<file path="src/rtl/cvp14_pkg.sv">
`default_nettype none
// ============================================================================
//  Module   : cvp14_pkg
//  Purpose  : Shared CVP14 definitions: vector geometry, load/store opcodes
//             and the vector load/store sequencer state encoding.
//  Ports    : none (package)
//  Revision : 1.0 - initial release
// ============================================================================
package cvp14_pkg;

    localparam int VLEN  = 16;              // elements per vector register
    localparam int W     = 16;              // element and address width
    localparam int IDX_W = $clog2(VLEN);    // element index width

    localparam logic [3:0] VLD = 4'b0100;   // vector load opcode
    localparam logic [3:0] VST = 4'b0101;   // vector store opcode

    typedef enum logic [2:0] {
        IDLE  = 3'd0,
        FETCH = 3'd1,
        LATCH = 3'd2,
        REQ   = 3'd3,
        WRREG = 3'd4,
        DONE  = 3'd5
    } vls_state_t;

endpackage : cvp14_pkg
`default_nettype wire

</file>
<file path="src/rtl/vls_seq_if.sv">
`default_nettype none
// ============================================================================
//  Module   : vls_seq_if
//  Purpose  : Bundles the command, memory-port and register-file serial-port
//             signals of the vector load/store sequencer.
//  Modports : master - command source / memory / register file side
//             slave  - the sequencer itself
//  Options  : VLS_STRIDE_EN adds the 8-bit signed stride command field.
//  Revision : 1.0 - initial release
// ============================================================================
interface vls_seq_if;
    import cvp14_pkg::*;

    // command
    logic                start;
    logic                op;        // 0 = load, 1 = store
    logic [W-1:0]        base;
    logic [5:0]          imm;
    logic [2:0]          vreg;
`ifdef VLS_STRIDE_EN
    logic [7:0]          stride;
`endif
    // memory port
    logic                mem_ack;
    logic [W-1:0]        DataIn;
    logic [W-1:0]        Addr;
    logic                RD;
    logic                WR;
    logic [W-1:0]        DataOut;
    // register-file serial port
    logic [W-1:0]        vOutS;
    logic [2:0]          vAddr;
    logic [IDX_W-1:0]    vElem;
    logic                vRD_s;
    logic                vWR_s;
    logic [W-1:0]        vInS;
    // status
    logic                busy;
    logic                done;

    modport master (
`ifdef VLS_STRIDE_EN
        output stride,
`endif
        output start, op, base, imm, vreg, mem_ack, DataIn, vOutS,
        input  Addr, RD, WR, DataOut, vAddr, vElem, vRD_s, vWR_s, vInS,
        input  busy, done
    );

    modport slave (
`ifdef VLS_STRIDE_EN
        input  stride,
`endif
        input  start, op, base, imm, vreg, mem_ack, DataIn, vOutS,
        output Addr, RD, WR, DataOut, vAddr, vElem, vRD_s, vWR_s, vInS,
        output busy, done
    );

endinterface : vls_seq_if
`default_nettype wire

</file>
<file path="src/rtl/vls_addr_gen.sv">
`default_nettype none
// ============================================================================
//  Module   : vls_addr_gen
//  Purpose  : Address accumulator for the vector load/store sequencer.
//             Loads base + zero-extended imm, then adds a step per element.
//             All arithmetic wraps modulo 2^W with no overflow indication.
//  Ports    : clk, rst    - clock, synchronous active-high reset
//             load        - capture base + imm
//             step_en     - add step to the current address
//             base, imm   - start address operands
//             step        - already sign-extended address increment
//             addr        - registered memory address
//  Revision : 1.0 - initial release
// ============================================================================
module vls_addr_gen
    import cvp14_pkg::*;
(
    input  logic          clk,
    input  logic          rst,
    input  logic          load,
    input  logic          step_en,
    input  logic [W-1:0]  base,
    input  logic [5:0]    imm,
    input  logic [W-1:0]  step,
    output logic [W-1:0]  addr
);

    always_ff @(posedge clk) begin
        if (rst) begin
            addr <= '0;
        end else if (load) begin
            addr <= base + {{(W-6){1'b0}}, imm};
        end else if (step_en) begin
            addr <= addr + step;
        end
    end

endmodule : vls_addr_gen
`default_nettype wire

</file>
<file path="src/rtl/vls_seq.sv">
`default_nettype none
// ============================================================================
//  Module   : vls_seq
//  Purpose  : CVP14 vector load/store sequencer. Moves all VLEN elements of
//             one vector register to (store) or from (load) memory, one
//             element per memory transaction, then pulses done.
//  Ports    : Clk1  - sole clock, rising edge
//             Reset - synchronous, active-high
//             bus   - vls_seq_if.slave: command, memory port, register-file
//                     serial port, busy/done status
//  Options  : VLS_STRIDE_EN - latch a signed 8-bit stride at start and use it
//             as the address step; otherwise the step is fixed at +1.
//  Revision : 1.0 - initial release
// ============================================================================
module vls_seq
    import cvp14_pkg::*;
(
    input  logic       Clk1,
    input  logic       Reset,
    vls_seq_if.slave   bus
);

    vls_state_t          state;
    vls_state_t          state_n;

    logic                op_q;
    logic                op_n;
    logic [2:0]          vreg_q;
    logic [IDX_W-1:0]    idx;
    logic [W-1:0]        vin_q;
    logic [W-1:0]        dout_q;
    logic [W-1:0]        addr;
    logic [W-1:0]        step;

    logic                rd_q;
    logic                wr_q;
    logic                vrd_q;
    logic                vwr_q;
    logic                busy_q;
    logic                done_q;

    logic                accept;    // command taken this cycle
    logic                advance;   // move to the next element
    logic                cap_rd;    // memory read data -> vInS
    logic                cap_wr;    // register-file data -> DataOut
    logic                last;

    assign last = (idx == IDX_W'(VLEN - 1));

`ifdef VLS_STRIDE_EN
    logic [7:0] stride_q;
    assign step = {{(W-8){stride_q[7]}}, stride_q};
`else
    assign step = W'(1);
`endif

    // ------------------------------------------------------------------
    // Next-state logic
    // ------------------------------------------------------------------
    always_comb begin
        state_n = state;
        accept  = 1'b0;
        advance = 1'b0;
        cap_rd  = 1'b0;
        cap_wr  = 1'b0;
        case (state)
            IDLE: begin
                if (bus.start) begin
                    accept  = 1'b1;
                    state_n = bus.op ? FETCH : REQ;
                end
            end
            FETCH: state_n = LATCH;
            LATCH: begin
                // vOutS is valid now, one cycle after the FETCH read strobe
                cap_wr  = 1'b1;
                state_n = REQ;
            end
            REQ: begin
                if (bus.mem_ack) begin
                    if (!op_q) begin
                        cap_rd  = 1'b1;
                        state_n = WRREG;
                    end else if (last) begin
                        state_n = DONE;
                    end else begin
                        advance = 1'b1;
                        state_n = FETCH;
                    end
                end
            end
            WRREG: begin
                if (last) begin
                    state_n = DONE;
                end else begin
                    advance = 1'b1;
                    state_n = REQ;
                end
            end
            DONE:    state_n = IDLE;
            default: state_n = IDLE;
        endcase
        // The operation for the upcoming state, needed to register strobes
        // in the same edge that accepts the command.
        op_n = accept ? bus.op : op_q;
    end

    // ------------------------------------------------------------------
    // State register, datapath and registered outputs
    // ------------------------------------------------------------------
    always_ff @(posedge Clk1) begin
        if (Reset) begin
            state  <= IDLE;
            op_q   <= 1'b0;
            vreg_q <= '0;
            idx    <= '0;
            vin_q  <= '0;
            dout_q <= '0;
            rd_q   <= 1'b0;
            wr_q   <= 1'b0;
            vrd_q  <= 1'b0;
            vwr_q  <= 1'b0;
            busy_q <= 1'b0;
            done_q <= 1'b0;
`ifdef VLS_STRIDE_EN
            stride_q <= '0;
`endif
        end else begin
            state <= state_n;
            if (accept) begin
                op_q   <= bus.op;
                vreg_q <= bus.vreg;
                idx    <= '0;
`ifdef VLS_STRIDE_EN
                stride_q <= bus.stride;
`endif
            end else if (advance) begin
                idx <= idx + 1'b1;
            end
            if (cap_rd) begin
                vin_q <= bus.DataIn;
            end
            if (cap_wr) begin
                dout_q <= bus.vOutS;
            end
            // Strobes decoded from the next state so they line up with it
            rd_q   <= (state_n == REQ) && !op_n;
            wr_q   <= (state_n == REQ) &&  op_n;
            vrd_q  <= (state_n == FETCH);
            vwr_q  <= (state_n == WRREG);
            busy_q <= (state_n != IDLE);
            done_q <= (state_n == DONE);
        end
    end

    vls_addr_gen u_addr_gen (
        .clk     (Clk1),
        .rst     (Reset),
        .load    (accept),
        .step_en (advance),
        .base    (bus.base),
        .imm     (bus.imm),
        .step    (step),
        .addr    (addr)
    );

    assign bus.Addr    = addr;
    assign bus.RD      = rd_q;
    assign bus.WR      = wr_q;
    assign bus.DataOut = dout_q;
    assign bus.vAddr   = vreg_q;
    assign bus.vElem   = idx;
    assign bus.vRD_s   = vrd_q;
    assign bus.vWR_s   = vwr_q;
    assign bus.vInS    = vin_q;
    assign bus.busy    = busy_q;
    assign bus.done    = done_q;

endmodule : vls_seq
`default_nettype wire

</file>
<file path="src/flat_wrapper.sv">
// flat-port wrapper written by rule: the top's interface ports become plain ports
module vls_seq_flat import cvp14_pkg::*;
  (Clk1, Reset, bus_start, bus_op, bus_base, bus_imm, bus_vreg, bus_mem_ack, bus_DataIn, bus_vOutS, bus_Addr, bus_RD, bus_WR, bus_DataOut, bus_vAddr, bus_vElem, bus_vRD_s, bus_vWR_s, bus_vInS, bus_busy, bus_done);
  vls_seq_if bus_i ();
  input  logic Clk1;
  input  logic Reset;
  input wire logic [$bits(bus_i.start)-1:0] bus_start;
  input wire logic [$bits(bus_i.op)-1:0] bus_op;
  input wire logic [$bits(bus_i.base)-1:0] bus_base;
  input wire logic [$bits(bus_i.imm)-1:0] bus_imm;
  input wire logic [$bits(bus_i.vreg)-1:0] bus_vreg;
  input wire logic [$bits(bus_i.mem_ack)-1:0] bus_mem_ack;
  input wire logic [$bits(bus_i.DataIn)-1:0] bus_DataIn;
  input wire logic [$bits(bus_i.vOutS)-1:0] bus_vOutS;
  output wire logic [$bits(bus_i.Addr)-1:0] bus_Addr;
  output wire logic [$bits(bus_i.RD)-1:0] bus_RD;
  output wire logic [$bits(bus_i.WR)-1:0] bus_WR;
  output wire logic [$bits(bus_i.DataOut)-1:0] bus_DataOut;
  output wire logic [$bits(bus_i.vAddr)-1:0] bus_vAddr;
  output wire logic [$bits(bus_i.vElem)-1:0] bus_vElem;
  output wire logic [$bits(bus_i.vRD_s)-1:0] bus_vRD_s;
  output wire logic [$bits(bus_i.vWR_s)-1:0] bus_vWR_s;
  output wire logic [$bits(bus_i.vInS)-1:0] bus_vInS;
  output wire logic [$bits(bus_i.busy)-1:0] bus_busy;
  output wire logic [$bits(bus_i.done)-1:0] bus_done;
  assign bus_i.start = bus_start;
  assign bus_i.op = bus_op;
  assign bus_i.base = bus_base;
  assign bus_i.imm = bus_imm;
  assign bus_i.vreg = bus_vreg;
  assign bus_i.mem_ack = bus_mem_ack;
  assign bus_i.DataIn = bus_DataIn;
  assign bus_i.vOutS = bus_vOutS;
  assign bus_Addr = bus_i.Addr;
  assign bus_RD = bus_i.RD;
  assign bus_WR = bus_i.WR;
  assign bus_DataOut = bus_i.DataOut;
  assign bus_vAddr = bus_i.vAddr;
  assign bus_vElem = bus_i.vElem;
  assign bus_vRD_s = bus_i.vRD_s;
  assign bus_vWR_s = bus_i.vWR_s;
  assign bus_vInS = bus_i.vInS;
  assign bus_busy = bus_i.busy;
  assign bus_done = bus_i.done;
  vls_seq u_core (.Clk1(Clk1), .Reset(Reset), .bus(bus_i));
endmodule
</file>
<file path="config.mk">
export PLATFORM = sky130hd
export DESIGN_NAME = vls_seq_flat
export DESIGN_NICKNAME = d
export VERILOG_FILES = /design/src/rtl/cvp14_pkg.sv /design/src/rtl/vls_seq_if.sv /design/src/rtl/vls_addr_gen.sv /design/src/rtl/vls_seq.sv /design/src/flat_wrapper.sv
export SDC_FILE = /design/constraint.sdc
export NUM_CORES = 1
export LEC_CHECK = 0
export ABC_AREA = 1
export BUFFER_PORTS_ARGS = -buffer_cell sky130_fd_sc_hd__buf_4
export CORE_MARGIN = 10
export CORE_UTILIZATION = 39
export CTS_CLUSTER_SIZE = 25
export DETAILED_ROUTE_END_ITERATION = 12
export GPL_ROUTABILITY_DRIVEN = 1
export PLACE_DENSITY_LB_ADDON = 0.12
export SLEW_MARGIN = 30
export SYNTH_ARGS = -nofsm -noshare
export SYNTH_HDL_FRONTEND = slang
export SYNTH_SLANG_ARGS = --single-unit
</file>
<file path="constraint.sdc">
create_clock -name Clk1 -period 4.12 [get_ports Clk1]
set_input_delay 0.206 -clock Clk1 [delete_from_list [all_inputs] [get_ports Clk1]]
set_output_delay 0.206 -clock Clk1 [all_outputs]
set_load 0.02 [all_outputs]
</file>
==> results of run 1 <==
flip-flops by register name, indices dropped and copies added, names as in the netlist:
| signal | cells |
|---|---|
| u_core.bus.DataOut | 16 |
| u_core.bus.RD | 1 |
| u_core.bus.WR | 1 |
| u_core.bus.busy | 1 |
| u_core.bus.done | 1 |
| u_core.bus.vAddr | 3 |
| u_core.bus.vElem | 4 |
| u_core.bus.vInS | 16 |
| u_core.bus.vRD_s | 1 |
| u_core.bus.vWR_s | 1 |
| u_core.op_q | 1 |
| u_core.state | 3 |
| u_core.u_addr_gen.addr | 16 |
per-layer routing:
layer / track usage [%] / share of wire [%] / vias up
li1: - / - / 1892
met1: 17.56 / 43 / 1585
met2: 25.59 / 47 / 91
met3: 6.089 / 8.1 / 11
met4: 5.096 / 1.2 / 0
met5: 0 / 0 / -
power by group:
part | internal (mW) | switching, mW | total, mW
sequential | 0.700 | 0.0608 | 0.761
clock | 0.356 | 0.241 | 0.598
combinational | 0.212 | 0.314 | 0.526
placed cells by master (no fill, tap or decap), types with 2 or more instances in the layout:
cell       netlist  layout
nor2_2           3       3
nor3b_1          3       3
nor3_1           6       6
buf_4            2     123
nand2_1        101     101
nor2_1          77      77
dfxtp_1         65      65
nand2_2          3       3
inv_2            4       4
nand3_1         39      38
nand2_4          2       2
inv_1           63      63
xor2_1           3       3
clkinv_2         0       2
ha_1             8       8
o21ai_1          7       7
o21ai_0         49      49
a31oi_1          2       2
xnor2_1          2       2
nand4_1          4       4
nand3_2          3       4
clkbuf_8         0      10
bufinv_16        0       2
nand3b_1         6       6
a21oi_1         37      37
through the flow:
stage | instance area [sq um] | utilization (%)
2_1_floorplan | 3443 | -
3_3_place_gp | 4418 | 50.91
3_5_place_dp | 4418 | 50.91
4_1_cts | 4638 | 53.45
5_1_grt | 4643 | 53.50
6_report | 4643 | 53.50
cell type report:
type                       instances  area [sq um]
sequential                        65          1301
clock inverter                     5         78.83
clock buffer                      11         141.4
tap                              108         135.1
fill                             884          4035
timing repair buffer             123         923.4
multi-input combinational        366          1812
inverter                          67         251.5
path summary, 6_finish.rpt:
check                                      startpoint  cells after the start                    endpoint  slack (ns)
worst min-delay path                   bus_DataIn[14]                      3         u_core.bus.vInS[14]        0.11
worst min register to register  u_core.bus.DataOut[7]                      2       u_core.bus.DataOut[7]        0.44
worst max-delay path                  u_core.state[1]                      7  u_core.u_addr_gen.addr[11]        2.12
worst max register to register        u_core.state[1]                      7  u_core.u_addr_gen.addr[11]        2.12
kinds of logic (layout without fill, tap and decap cells):
group | count (synthesis) | after routing
AOI/OAI and AO/OA | 102 | 102
and+or+nand+nor | 250 | 250
xor gates and xnor gates | 5 | 5
DFF | 65 | 65
buffers and inverters | 84 | 206
adders and majority gates | 9 | 9
worst register-to-register path, delay by kind of cell (launching register included):
family / cells / cell delay (ns)
DFF: 1 / 0.35
buffers and inverters: 1 / 0.50
and+or+nand+nor: 6 / 1.10
==> metrics.txt, run 1 <==
status=completed; setup violators final=0; Worst Path Max Fanout=22; TritonCTS buffer count=9; crit-path leading delay family=simple AND/OR/NAND/NOR gates; Crit. End Element=register; PwrDens=406.0 mW/mm^2; global-route usage over all layers=15.38%; post-cts sizing count=0; fraction of layout cells with a size suffix above 1=24.65%; WP buf/inv=1; Worst-Margin Slew=0.5476 ns; Layout Cells excl Fill=745; via/cell ratio=4.804; Lkg Pwr=2.204 nW; die height=114.0 um; Synth area leaders=dfxtp_1 (38%), nand2_1 (11%), nor2_1 (8.4%); pre-CTS setup slack=2.126 ns; cts hold-fix bufs=0; cell count after placement=729; Netlist cell types=36; critical path class=reg -> reg; antenna-violating nets left=0; Final Max Tran Viols=0; final hold violations=0; Post-synth top flop=dfxtp_1; port buffer count=122; Final WS setup=2.119 ns; Core Area=0.008678 sq mm; vias in the first global route=3559; initial antenna violation count=0; IO Count=123; Seq cells post-synth=65; Post-layout nets=703; full die area=0.01299 sq mm; Cell Chain, Critical Path=nor2_1 -> nand3_2 -> inv_2 -> nor2_1 -> nand2_1 -> nand3_1 -> nor2_1; final wirelength=10110 um; max-cap violations=0; area delta synth->final=34.85%; crit-path max cell delay=0.49 ns; RSZ-0062 raised after global routing=no; Synth area leader=dfxtp_1; Rel. slew slack=63.45%; setup bufs post-CTS=0; Gate Count Post-Synth=515; Post-synth ARST share=0%; Initial DRC Count=193; Synth Cell Area=0.003443 sq mm; Yosys Warn Count=0; largest net degree at the start of global routing=34; Synth Area in XOR/XNOR=1.272%; Initial Utilization=39.68%; ANT cells=0; Final TNS setup=0 ns; CTS sink cnt=65; Crit-path slowest cell=inv_2; Compound-Gate Fraction of Synth Area=15.92%; most frequent CP cell=nor2_1; Power Total=1.885 mW; H-tree Lvls=3; routability cong.=0.8337; Via Count=3579; hpwl dp=7905 um; EDFF count, synth=0; CTS tree=yes; largest family of logic cells by synthesized area=simple AND/OR/NAND/NOR gates; WP data required=4.39 ns; first-pass GRT wire length=16660 um; worst vdd ir=0.0001597 V; First-pass DRT Iterations=4; top cell type's share of synthesized area=37.79%; drt wl/cell=13.57 um; sequential cell area fraction in the yosys report=37.79%; Hold WS=0.1149 ns; Final period util=48.58%; top-count cell post-synth=nand2_1; # rows=34; Residual DRC=0; Fmax=499.6 MHz; CTS Root Cell=clkbuf_8; CP Launch Type=register; Worst Skew=0.006704 ns; total global routing overflow=0; crit path time final=2.001 ns; adder-cell share of the synthesized area=3.488%; top cells by count, synth=nand2_1 (101), nor2_1 (77), dfxtp_1 (65), inv_1 (63), o21ai_0 (49); HP Class=in -> reg; Mapped Nets=586; Reg clk slew, reported paths=0.07 ns; Avg Inst Size Synth=6.686 sq um; Skew-Pair Late Insertion Delay=0.34 ns; worst path arrival time=2.27 ns; mux cell area share after synthesis=0%; post-synthesis simple-gate area fraction=31.80%; clock buffer depth=2; Die X=114.0 um
Note: power is estimated with default switching activity, not from simulation.
==> inputs of run 2 (changes only) <==
Settings changed: ABC_AREA 1 to 0.
Clock period 4.12 ns to 1.8 ns, I/O delays scaled along.
==> run 2 against run 1 <==
The run now ends with negative setup slack left. Core utilization rose by 11 points. Die area fell by 7.0%. Sequential cell count did not move. Cell count fell by 12%. Non-clock buffer count rose by 75. Maximum frequency rose by 10%. Synthesized area fell by 8.4%. Register-to-register slack got worse by 2.1 ns. First-iteration DRC count fell by 9.8%. Total power rose by 120%. Count of clock-buffer cells in the layout fell by 1. Critical endpoint is now u_core.u_addr_gen.addr[15]. Largest cell class unchanged. Largest power group unchanged.
==> metrics.txt, run 2 <==
Initial DRC Count=174; violated checks=negative setup slack; Post-layout nets=621; EDFF count, synth=0; First-pass DRT Iterations=4; Gate power share=26.5%; top-count cell post-synth=dfxtp_1; Netlist cell types=54; vias in the first global route=3154; Hold EP=u_core.u_addr_gen.addr[6]; crit-path max cell delay=0.40 ns; clock buffer depth=2; clock power share=33.5%; worst vdd ir=0.0003620 V; Reg area=0.001318 sq mm; Worst-Margin Slew=0.6405 ns; Power Total=4.064 mW; Final period util=101.0%; TritonCTS buffer count=9; first-pass GRT wire length=15210 um; initial antenna violation count=0; Final WS setup=-0.01890 ns; Hold Crit Start=bus_base[6]; H-tree Lvls=3; CTS tree=yes; crit-path leading delay family=simple AND/OR/NAND/NOR gates; top cells by count, synth=dfxtp_1 (65), nand2_1 (51), nor2_1 (36), a21oi_1 (25), mux2i_1 (19); Synth Cell Area=0.003153 sq mm; IO Count=123; status=finished, violations left; PwrDens=803.6 mW/mm^2; WP buf/inv=0; Reg-to-Reg Start=u_core.bus.vElem[0]; Post-synth ARST share=0%; Worst Path Max Fanout=3; fraction of layout cells with a size suffix above 1=38.38%; routability cong.=0.8175; fillers=668; Synth area leader=dfxtp_1; drt wl/cell=15.00 um; CTS sink cnt=65; final hold violations=0; top cell type's share of synthesized area=41.27%; Layout Cells excl Fill=658; Residual DRC=0; Cell Chain, Critical Path=ha_4 -> and3_4 -> or3_4 -> or4_1 -> a31o_1 -> a21oi_2; Seq cells post-synth=65; Final Max Tran Viols=0; setup violators final=1; die height=109.9 um; register share of total power=40.0%; Lkg Pwr=2.310 nW; max-cap violations=0; Worst R2R End=u_core.u_addr_gen.addr[15]; Worst Hold Depth=3; Worst Skew=0.008748 ns; HP Class=in -> reg; Core Area=0.007807 sq mm; CTS Root Cell=clkbuf_8; largest net degree at the start of global routing=32; Reg clk slew, reported paths=0.07 ns; Gate Count Post-Synth=360; most common cell after layout, fill and taps aside=buf_4; antenna-violating nets left=0; hpwl dp=7249 um; sequential cell area fraction in the yosys report=41.27%; Skew-Pair Late Insertion Delay=0.34 ns; Avg Inst Size Synth=8.758 sq um; RSZ-0062 raised after global routing=yes; Psw=1.200 mW; global-route usage over all layers=15.79%; area occupied by multi-input gates=0.001782 sq mm; Via Count=3196; pre-CTS setup slack=-0.01224 ns; Synth area leaders=dfxtp_1 (41%), nand2_1 (6.1%), mux2i_1 (6.0%); Fmax=549.8 MHz; via/cell ratio=4.857; cell count after placement=605; Post-synth top flop=dfxtp_1; WP data required=2.08 ns; Crit-path slowest cell=or4_1; CP Launch Type=register; Rel. slew slack=57.10%; most frequent cells in the layout=buf_4 (162), dfxtp_1 (54), nand2_1 (50), nor2_1 (36), dlygate4sd3_1 (35); worst path arrival time=2.10 ns; Power Internal=2.864 mW; Mapped Nets=431; Yosys Warn Count=0; Worst Reg2Reg Path Length in Cells=6; Die X=109.9 um; area delta synth->final=60.40%; port buffer count=122; critical path class=reg -> reg; Initial Utilization=40.38%; final wirelength=9871 um; R2R setup slack=-0.02 ns; # rows=32; total global routing overflow=0; switching fraction of total power=29.53%; crit path time final=1.819 ns; full die area=0.01208 sq mm; Crit. End Element=register
run 2: cell count changes after synthesis, moves of 9 or more:
cell	delta
nor2_1	-41
xor2_1	+12
nand3_1	-22
a21oi_1	-12
xnor2_1	+9
o21ai_0	-41
mux2i_1	+19
inv_1	-57
nand2_1	-50
run 2: power by group through the flow:
| stage | sequential (mW) | combinational [mW] | clock [mW] |
|---|---|---|---|
| finish | 1.62 | 1.08 | 1.36 |
| global route | 1.64 | 1.17 | 1.46 |
| CTS | 1.62 | 1.07 | 1.39 |
| detailed placement | 1.65 | 1.00 | 0 |
| global placement | 1.65 | 0.993 | 0 |
| floorplan | 1.79 | 0.406 | 0 |
run 2: logic make-up (layout without fill, tap and decap cells):
group | Yosys count | count (layout) | synth area share (%)
flip-flops | 65 | 65 | 41.27
AND/OR/NAND/NOR | 148 | 148 | 22.78
buffers and inverters | 25 | 220 | 4.841
other | 0 | 1 | 0
adder cells (fa/ha/maj) | 9 | 9 | 3.810
multiplexers | 20 | 20 | 6.389
AO/OA/AOI/OAI | 67 | 67 | 13.69
XOR/XNOR | 26 | 26 | 7.222
run 2: per-layer routing:
layer | up-vias | GRT usage [%] | routed length (um)
met5 | - | 0 | 0
li1 | 1651 | - | -
met1 | 1421 | 18.24 | 4082
met2 | 106 | 26.25 | 4727
met4 | 0 | 8.086 | 243
met3 | 18 | 4.213 | 817
run 2: through the flow:
stage               instance area (sq um)   TNS, ns  utilization [%]  hold slack, ns
global route                         5055   -0.4722            64.74         0.06694
finish                               5057  -0.01890            64.78         0.06718
floorplan                            3189  -0.01140                -          0.2260
detailed placement                   4418  -0.02613            56.59          0.3335
CTS                                  4994  -0.01831            63.96         0.06032
global placement                     4415         0            56.55          0.3213
run 2: final cells by class:
type,count,share of cell area (%)
inverter,6,0.4453
clock inverter,6,1.806
sequential,65,26.05
clock buffer,10,2.523
antenna,1,0.04948
tap,102,2.523
timing repair buffer,198,31.37
multi-input combinational,270,35.23
run 2: how the worst max path moves through the flow:
stage	startpoint	to	slack, ns	depth (start not counted)
after floorplan	u_core.bus.vElem[0]	u_core.u_addr_gen.addr[15]	-0.01	6
after global placement	u_core.state[2]	u_core.bus.DataOut[11]	0.008	4
after detailed placement	bus_imm[0]	u_core.u_addr_gen.addr[14]	-0.01	8
after CTS	u_core.bus.vElem[0]	u_core.u_addr_gen.addr[15]	-0.02	6
after global routing	u_core.bus.vElem[0]	u_core.u_addr_gen.addr[15]	-0.08	6
final	u_core.bus.vElem[0]	u_core.u_addr_gen.addr[15]	-0.02	6
run 2: repair_timing:
| item | in CTS | in global routing |
|---|---|---|
| resized for setup | 1 | 13 |
| setup endpoints to repair | 2 | 28 |
| hold buffers | 35 | 0 |
| pin swaps | 0 | 3 |
| setup buffers | 0 | 1 |
| endpoints found under the hold margin | 35 | 0 |
run 2: worst min-delay path: stages:
cell and delay, ns:
buf_4 0.10, xor2_1 0.06, o22ai_1 0.11
==> inputs of run 3 (changes only) <==
Settings changed: MAX_ROUTING_LAYER set to met4.
==> run 3 against run 2 <==
The run still ends with negative setup slack left. Clock power about the same. Register-to-register slack about the same. Setup slack worse by 0.0011 ns. Wire length down 0.55%. Critical endpoint unchanged. Largest cell class unchanged.
==> metrics.txt, run 3 (synthesized netlist as in run 2, its figures left out) <==
status=finished, violations left; violated checks=negative setup slack; final wirelength=9817 um; Lkg Pwr=2.310 nW; Via Count=3186; Final WS setup=-0.02001 ns; H-tree Lvls=3; routability cong.=0.8296; Residual DRC=0; die height=109.9 um; TritonCTS buffer count=9; # rows=32; fraction of layout cells with a size suffix above 1=38.38%; WP data required=2.07 ns; setup violators final=1; Initial DRC Count=179; Final TNS setup=-0.02001 ns; First-pass DRT Iterations=4; Crit. End Element=register; Worst Path Max Fanout=3; RSZ-0062 raised after global routing=yes; Worst Skew=0.008121 ns; largest net degree at the start of global routing=32; vias in the first global route=3155; Hold WS=0.06988 ns; Final Max Tran Viols=0; CTS tree=yes; critical path class=reg -> reg; full die area=0.01208 sq mm; first-pass GRT wire length=15180 um; Worst Reg2Reg Path Length in Cells=6; Worst-Margin Slew=0.6405 ns; final hold violations=0; initial antenna violation count=0; max-cap violations=0; Worst Hold Depth=3; IO Count=123; global-route usage over all layers=16.23%; cell count after placement=605; most frequent cells in the layout=buf_4 (162), dfxtp_1 (54), nand2_1 (50), nor2_1 (36), dlygate4sd3_1 (35); antenna-violating nets left=0; post-layout util=64.78%; fillers=668; port buffer count=122; worst path arrival time=2.09 ns; via/cell ratio=4.842; Rel. slew slack=57.10%; most common cell after layout, fill and taps aside=buf_4; HP Class=in -> reg; Reg clk slew, reported paths=0.07 ns; Core Area=0.007807 sq mm; PwrDens=802.6 mW/mm^2; Post-layout nets=621; Reg area=0.001318 sq mm; CTS sink cnt=65; Initial Utilization=40.38%; Power Total=4.059 mW; area delta synth->final=60.40%; Hold Crit Start=bus_base[6]; drt wl/cell=14.92 um; CTS Root Cell=clkbuf_8; total global routing overflow=0; area occupied by multi-input gates=0.001782 sq mm; Hold EP=u_core.u_addr_gen.addr[6]; Layout Cells excl Fill=658; Fmax=549.4 MHz; R2R setup slack=-0.02 ns; Die X=109.9 um; hpwl dp=7249 um; worst vdd ir=0.0003623 V; Final period util=101.1%; Worst R2R End=u_core.u_addr_gen.addr[15]; crit path time final=1.820 ns; clock buffer depth=2; Skew-Pair Late Insertion Delay=0.34 ns; CP Launch Type=register; Reg-to-Reg Start=u_core.bus.vElem[0]
[run 3: cell counts in the layout (fill, tap and decap cells not counted)]
Identical to the previous run, type by type.
[run 3: critical path, stage by stage, from the launching register on]
cell and delay (ns):
dfxtp_4 0.35, ha_4 0.16, and3_4 0.18, or3_4 0.36, or4_1 0.40, a31o_1 0.20, a21oi_2 0.10
[run 3: cell type report]
| class | instances | area share, % |
|---|---|---|
| multi-input cells | 270 | 35.23 |
| repair buffers | 198 | 31.37 |
| flip-flops and latches | 65 | 26.05 |
| clock buffers | 10 | 2.523 |
| well taps | 102 | 2.523 |
| clock inverters | 6 | 1.806 |
| inverters | 6 | 0.4453 |
| diodes | 1 | 0.04948 |
[run 3: through the flow]
stage	setup WS, ns	cell area (sq um)
after detailed placement	-0.01224	4418
after floorplan	-0.01140	3189
after global placement	0.008240	4415
after global routing	-0.08400	5055
after CTS	-0.01831	4994
final	-0.02001	5057
[run 3: power breakdown]
| group | switching, mW | internal, mW | leakage [nW] |
|---|---|---|---|
| combinational | 0.551 | 0.527 | 1.67 |
| clock | 0.572 | 0.785 | 0.107 |
| sequential | 0.0726 | 1.55 | 0.535 |
| total | 1.19 | 2.86 | 2.31 |
[run 3: per-layer routing]
layer  part of all wire (%)  vias up  GRT usage (%)
li1                       -     1652              -
met1                     42     1423          18.58
met2                     48       98          26.25
met3                    7.4       13          4.564
met4                    1.8        0          6.413
met5                      0        -              -
[run 3: worst max-delay path by stage]
stage                             start  cells past startpoint  slack [ns]                         end
floorplan           u_core.bus.vElem[0]                      6       -0.01  u_core.u_addr_gen.addr[15]
global placement        u_core.state[2]                      4       0.008      u_core.bus.DataOut[11]
detailed placement           bus_imm[0]                      8       -0.01  u_core.u_addr_gen.addr[14]
CTS                 u_core.bus.vElem[0]                      6       -0.02  u_core.u_addr_gen.addr[15]
global route        u_core.bus.vElem[0]                      6       -0.08  u_core.u_addr_gen.addr[15]
finish              u_core.bus.vElem[0]                      6       -0.02  u_core.u_addr_gen.addr[15]
[run 3: repair_timing]
item	CTS	global route
pin swaps	0	3
resized for setup	1	13
setup buffers	0	1
hold buffers	35	0
endpoints found under the hold margin	35	0
endpoints found under the setup margin	2	28
